<file path="config.mk">
export PLATFORM = sky130hd
export DESIGN_NAME = fetch_unit
export DESIGN_NICKNAME = d
export VERILOG_FILES = /design/src/rtl/rv32i_pkg.sv /design/src/rtl/fetch_fifo.sv /design/src/rtl/fetch_unit.sv
export SDC_FILE = /design/constraint.sdc
export NUM_CORES = 1
export LEC_CHECK = 0
export BUFFER_PORTS_ARGS = -buffer_cell sky130_fd_sc_hd__buf_2
export CAP_MARGIN = 25
export CORE_MARGIN = 2
export CORE_UTILIZATION = 50
export CTS_BUF_LIST = sky130_fd_sc_hd__clkbuf_8
export CTS_CLUSTER_SIZE = 30
export DETAILED_ROUTE_END_ITERATION = 7
export PLACE_DENSITY = 0.71
export RECOVER_POWER = 25
export SLEW_MARGIN = 20
export SYNTH_ARGS = -nofsm -noshare
export SYNTH_HDL_FRONTEND = slang
export SYNTH_HIERARCHICAL = 1
export SYNTH_SLANG_ARGS = --single-unit
</file>
<file path="constraint.sdc">
create_clock -name clk -period 11.8 [get_ports clk]
set_input_delay 2.36 -clock clk [delete_from_list [all_inputs] [get_ports clk]]
set_output_delay 2.36 -clock clk [all_outputs]
set_load 0.005 [all_outputs]
</file>
<file path="src/rtl/rv32i_pkg.sv">
// Shared RV32I front-end definitions: NOP encoding, PC step, reset PC
// and the fetch-buffer entry layout.
package rv32i_pkg;

    localparam logic [31:0] NOP_INSTR = 32'h0000_0013;
    localparam int unsigned PC_STEP = 4;
    localparam logic [31:0] DEFAULT_RESET_PC = 32'h0000_0000;

    typedef struct packed {
        logic [31:0] pc;
        logic [31:0] instr;
    } fetch_entry_t;

endpackage

</file>
<file path="src/rtl/fetch_fifo.sv">
// Small in-order fetch buffer with synchronous clear and an
// empty-FIFO bypass so a pushed word can be popped in the same cycle.
module fetch_fifo
    import rv32i_pkg::*;
#(
    parameter int FIFO_DEPTH = 2,
    parameter type entry_t = fetch_entry_t,
    localparam int CNT_W = $clog2(FIFO_DEPTH + 1),
    localparam int PTR_W = (FIFO_DEPTH > 1) ? $clog2(FIFO_DEPTH) : 1
) (
    input  logic             clk,
    input  logic             rst,
    input  logic             clear,
    input  logic             push,
    input  logic             pop,
    input  entry_t           push_data,
    output entry_t           head,
    output logic [CNT_W-1:0] count,
    output logic             empty,
    output logic             full
);

    entry_t mem [FIFO_DEPTH];

    logic [PTR_W-1:0] rd_ptr;
    logic [PTR_W-1:0] wr_ptr;
    logic             bypass;
    logic             do_read;
    logic             do_write;

    function automatic logic [PTR_W-1:0] next_ptr(input logic [PTR_W-1:0] p);
        return (p == PTR_W'(FIFO_DEPTH - 1)) ? '0 : p + PTR_W'(1);
    endfunction

    assign empty    = (count == '0);
    assign full     = (count == CNT_W'(FIFO_DEPTH));
    assign bypass   = empty && push && pop;
    assign do_read  = pop && !empty;
    assign do_write = push && !bypass && (!full || do_read);
    assign head     = empty ? push_data : mem[rd_ptr];

    always_ff @(posedge clk or posedge rst) begin
        if (rst) begin
            rd_ptr <= '0;
            wr_ptr <= '0;
            count  <= '0;
        end else if (clear) begin
            rd_ptr <= '0;
            wr_ptr <= '0;
            count  <= '0;
        end else begin
            if (do_write) begin
                wr_ptr <= next_ptr(wr_ptr);
            end
            if (do_read) begin
                rd_ptr <= next_ptr(rd_ptr);
            end
            count <= count + CNT_W'(do_write) - CNT_W'(do_read);
        end
    end

    // Storage needs no reset: count gates every read.
    always_ff @(posedge clk) begin
        if (do_write && !clear) begin
            mem[wr_ptr] <= push_data;
        end
    end

endmodule

</file>
<file path="src/rtl/fetch_unit.sv">
// RV32I instruction-fetch stage driving the IF/ID register.
// Optional IF_MISALIGN_EN adds misalign_id and halts on unaligned redirects.
module fetch_unit
    import rv32i_pkg::*;
#(
    parameter int DATA_WIDTH = 32,
    parameter int ADDR_WIDTH = 32,
    parameter logic [ADDR_WIDTH-1:0] RESET_PC = ADDR_WIDTH'(DEFAULT_RESET_PC),
    parameter int FIFO_DEPTH = 2
) (
    input  logic                  clk,
    input  logic                  rst,
    input  logic                  pc_en,
    input  logic                  redirect_valid,
    input  logic [ADDR_WIDTH-1:0] redirect_pc,
    output logic                  imem_req,
    output logic [ADDR_WIDTH-1:0] imem_addr,
    input  logic                  imem_gnt,
    input  logic                  imem_rvalid,
    input  logic [DATA_WIDTH-1:0] imem_rdata,
    output logic [DATA_WIDTH-1:0] instruction_id,
    output logic [ADDR_WIDTH-1:0] pc_id,
    output logic                  valid_id
`ifdef IF_MISALIGN_EN
    ,
    output logic                  misalign_id
`endif
);

    localparam int CNT_W = $clog2(FIFO_DEPTH + 1);
    localparam logic [ADDR_WIDTH-1:0] STEP = ADDR_WIDTH'(PC_STEP);
    localparam logic [DATA_WIDTH-1:0] NOP = DATA_WIDTH'(NOP_INSTR);

    typedef struct packed {
        logic [ADDR_WIDTH-1:0] pc;
        logic [DATA_WIDTH-1:0] instr;
    } entry_t;

    logic [ADDR_WIDTH-1:0] pc_f;
    logic [ADDR_WIDTH-1:0] resp_pc;
    logic [ADDR_WIDTH-1:0] target;
    logic [CNT_W-1:0]      outstanding;
    logic [CNT_W-1:0]      drop_cnt;
    logic [CNT_W-1:0]      fifo_count;
    logic [CNT_W:0]        in_use;
    logic                  fifo_empty;
    logic                  fifo_full;
    logic                  fifo_push;
    logic                  fifo_pop;
    logic                  credit;
    logic                  fire;
    logic                  accept;
    logic                  halt;
    entry_t                push_data;
    entry_t                head;

    // Outstanding requests plus buffered words never exceed the FIFO size,
    // so every response has a slot waiting for it.
    assign in_use    = {1'b0, outstanding} + {1'b0, fifo_count};
    assign credit    = in_use < (CNT_W + 1)'(FIFO_DEPTH);
    assign target    = {redirect_pc[ADDR_WIDTH-1:2], 2'b00};
    assign imem_req  = credit && !redirect_valid && !halt && !rst;
    assign imem_addr = pc_f;
    assign fire      = imem_req && imem_gnt;
    assign accept    = imem_rvalid && (drop_cnt == '0);
    assign fifo_push = accept && !redirect_valid;
    assign fifo_pop  = pc_en && !redirect_valid && (!fifo_empty || fifo_push);
    assign push_data = '{pc: resp_pc, instr: imem_rdata};

`ifdef IF_MISALIGN_EN
    logic misaligned;

    assign misaligned = |redirect_pc[1:0];
    assign halt       = misalign_id;

    always_ff @(posedge clk or posedge rst) begin
        if (rst) begin
            misalign_id <= 1'b0;
        end else if (redirect_valid) begin
            misalign_id <= misaligned;
        end
    end
`else
    logic unused_low_bits;

    assign unused_low_bits = ^redirect_pc[1:0];
    assign halt            = 1'b0;
`endif

    fetch_fifo #(
        .FIFO_DEPTH (FIFO_DEPTH),
        .entry_t    (entry_t)
    ) u_fifo (
        .clk       (clk),
        .rst       (rst),
        .clear     (redirect_valid),
        .push      (fifo_push),
        .pop       (fifo_pop),
        .push_data (push_data),
        .head      (head),
        .count     (fifo_count),
        .empty     (fifo_empty),
        .full      (fifo_full)
    );

    always_ff @(posedge clk or posedge rst) begin
        if (rst) begin
            pc_f        <= RESET_PC;
            resp_pc     <= RESET_PC;
            outstanding <= '0;
            drop_cnt    <= '0;
        end else begin
            outstanding <= outstanding + CNT_W'(fire) - CNT_W'(imem_rvalid);
            if (redirect_valid) begin
                pc_f    <= target;
                resp_pc <= target;
                // Whatever is still in flight after this cycle is stale.
                drop_cnt <= outstanding - CNT_W'(imem_rvalid);
            end else begin
                if (fire) begin
                    pc_f <= pc_f + STEP;
                end
                if (accept) begin
                    resp_pc <= resp_pc + STEP;
                end
                if (imem_rvalid && (drop_cnt != '0)) begin
                    drop_cnt <= drop_cnt - CNT_W'(1);
                end
            end
        end
    end

    always_ff @(posedge clk or posedge rst) begin
        if (rst) begin
            instruction_id <= NOP;
            pc_id          <= '0;
            valid_id       <= 1'b0;
        end else if (redirect_valid) begin
            instruction_id <= NOP;
            valid_id       <= 1'b0;
`ifdef IF_MISALIGN_EN
            if (misaligned) begin
                pc_id <= redirect_pc;
            end
`endif
        end else if (pc_en) begin
            if (fifo_pop) begin
                instruction_id <= head.instr;
                pc_id          <= head.pc;
                valid_id       <= 1'b1;
            end else begin
                instruction_id <= NOP;
                valid_id       <= 1'b0;
            end
        end
    end

    a_no_spurious_rvalid : assert property (
        @(posedge clk) disable iff (rst)
        !(imem_rvalid && (outstanding == '0))
    );

    a_no_overflow : assert property (
        @(posedge clk) disable iff (rst)
        !(fifo_push && fifo_full && !fifo_pop)
    );

endmodule
</file>
==> impl_metrics.ini <==
[outcome]
status = complete, but fails checks
violations = max-capacitance violations, max-slew violations

[place]
hpwl_mm = 16.9
gp_congestion = 0.820
dp_slack_ns = 6.02
dp_cells = 1406
io_buffer_count = 163

[sta]
hold_ws_ns = 0.494
rsz0062_at_grt = false
slew_violations = 55
clock_skew_ns = 0.0158
fin_ws_ns = 6.02
finalHoldViolations = 0
relSlewSlack_pct = -72.8
min_period_over_period_pct = 49.0
setup_violations = 0
worst_slew_pin_slew_ns = 2.58
tns_ns = 0
min_period_ns = 5.78
fmax_ghz = 0.173

[clock_tree]
clk_pin_slew_worst_paths_ns = 0.06
cts_tree = done
root_buffer = clkbuf_8
ctsHoldBuffers = 0
cts_buffers = 43
clockBufferDepth = 3
htreeDepth = 2
clk_latency_ns = 0.55
cts_sinks = 261
postCtsSetupBuffers = 0
cts_resized = 0

[hold_path]
holdPathEnd = instruction_id[14]
hold_depth = 1
min-delay-start = instruction_id[14]
hold_class = register to register

[grt]
grt_pass1_wl_mm = 41.6
gr-usage-all-layers_pct = 21.3
antenna_found_initial = 0
grt_start_max_net_pins = 78
gr-total-overflow = 0
grt_pass1_vias = 7974

[run]
drv_cap = 1

[route]
ant_nets = 0
dr_wl_met3_mm = 1.78
via_per_inst = 5.67
wl_met1_mm = 11.8
wirelength_mm = 26.5
drcViolationCount = 0
drt_iter0_drc = 725
vias = 8420
dr_wl_met2_mm = 12.2
wl_per_cell_microns = 17.9
top_layer_used = met4
drt_first_pass_iters = 7

[floorplanning]
start_util_pct = 50.5
rows = 56
die_y_microns = 158
die_area_sq_um = 24800
core-area_sq_um = 23300
die_width_microns = 158
ios = 168

[critical_path]
r2r-start = u_fifo/count[1]
cp.arrival_ns = 3.42
start_kind = input port
crit_start = redirect_valid
end_kind = output port
required_ns = 9.44
r2r_cells = 9
worstPathMaxFanout = 77
reg2reg_setup_slack_ns = 8.68
crit_type = input port to output port
timing.rr.end = u_fifo/mem[0][33]

[pwr]
p_per_area_nw_per_um2 = 177
p_leak_uw = 0.00544
irDropWorstVdd_mv = 0.0758

[synth]
syn_area_per_cell_sq_um = 12.3
netlist_area_sq_um = 11800
syn_inst = 958
synth_warnings = 6

[layout]
final_nets = 1211
diodes = 0
area_growth_pct = 16.5
instances_no_fill = 1486
layout-drive-gt1-share_pct = 22.6
-- worst max-delay path, stage by stage --
cell and delay (ns):
buf_2 0.08, buf_4 0.65, nor4_1 0.14, buf_2 0.17
-- cells in the final DEF, fill, tap and decap left out, drive strengths merged, types with 15 or more instances in the layout --
| cell | n |
|---|---|
| nand2 | 96 |
| o21ai | 77 |
| and4 | 16 |
| a211oi | 18 |
| nor4 | 17 |
| buf | 144 |
| xnor2 | 15 |
| nor2 | 36 |
| mux2i | 66 |
| mux2 | 39 |
| nand3 | 25 |
| edfxtp | 128 |
| a22o | 29 |
| dfrtp | 130 |
| inv | 32 |
| nand4 | 24 |
| nor3 | 26 |
| clkbuf | 88 |
-- where the power goes --
part,leakage (uW),total [uW],internal [uW],switching (uW)
logic,0.00217,495,225,270
clock network,0.000505,760,417,344
registers,0.00277,1180,1080,95.7
-- stage by stage --
step / instance area (sq um) / power [uW] / util [%]
after floorplan: 11800 / 1500 / -
after global placement: 12900 / 1680 / 55.3
after detailed placement: 12900 / 1690 / 55.3
after CTS: 13700 / 2460 / 58.9
after global routing: 13700 / 2570 / 58.8
final: 13700 / 2430 / 58.8
-- area by class of cell --
| cell class | count | area [sq um] |
|---|---|---|
| fillers | 1969 | 9610 |
| flip-flops and latches | 261 | 7180 |
| multi-input cells | 635 | 4350 |
| repair buffers | 177 | 890 |
| clock buffers | 55 | 757 |
| well taps | 319 | 399 |
| clock inverters | 24 | 92.6 |
| inverters | 15 | 57.6 |
-- sequential cells by signal (all words and copies together), names as in the netlist, 2 cells and up --
name	flops
u_fifo/count	2
resp_pc	30
drop_cnt	2
pc_id	32
u_fifo/mem	128
imem_addr	30
outstanding	2
instruction_id	32
-- metal layers --
layer | track usage [%] | vias up
met2 | 33.2 | 303
met5 | 0 | -
met4 | 7.92 | 0
li1 | - | 3997
met1 | 30.3 | 4072
met3 | 3.41 | 48
-- worst max path at each step --
stage	end	cells past startpoint	slack, ns
CTS	imem_req	4	6.02
finish	imem_req	4	6.02
detailed placement	imem_req	4	6.02
global route	imem_req	4	5.93
floorplan	u_fifo/mem[1][0]	8	1.53
global placement	imem_req	4	6.01
Note: power is estimated with default switching activity, not from simulation.
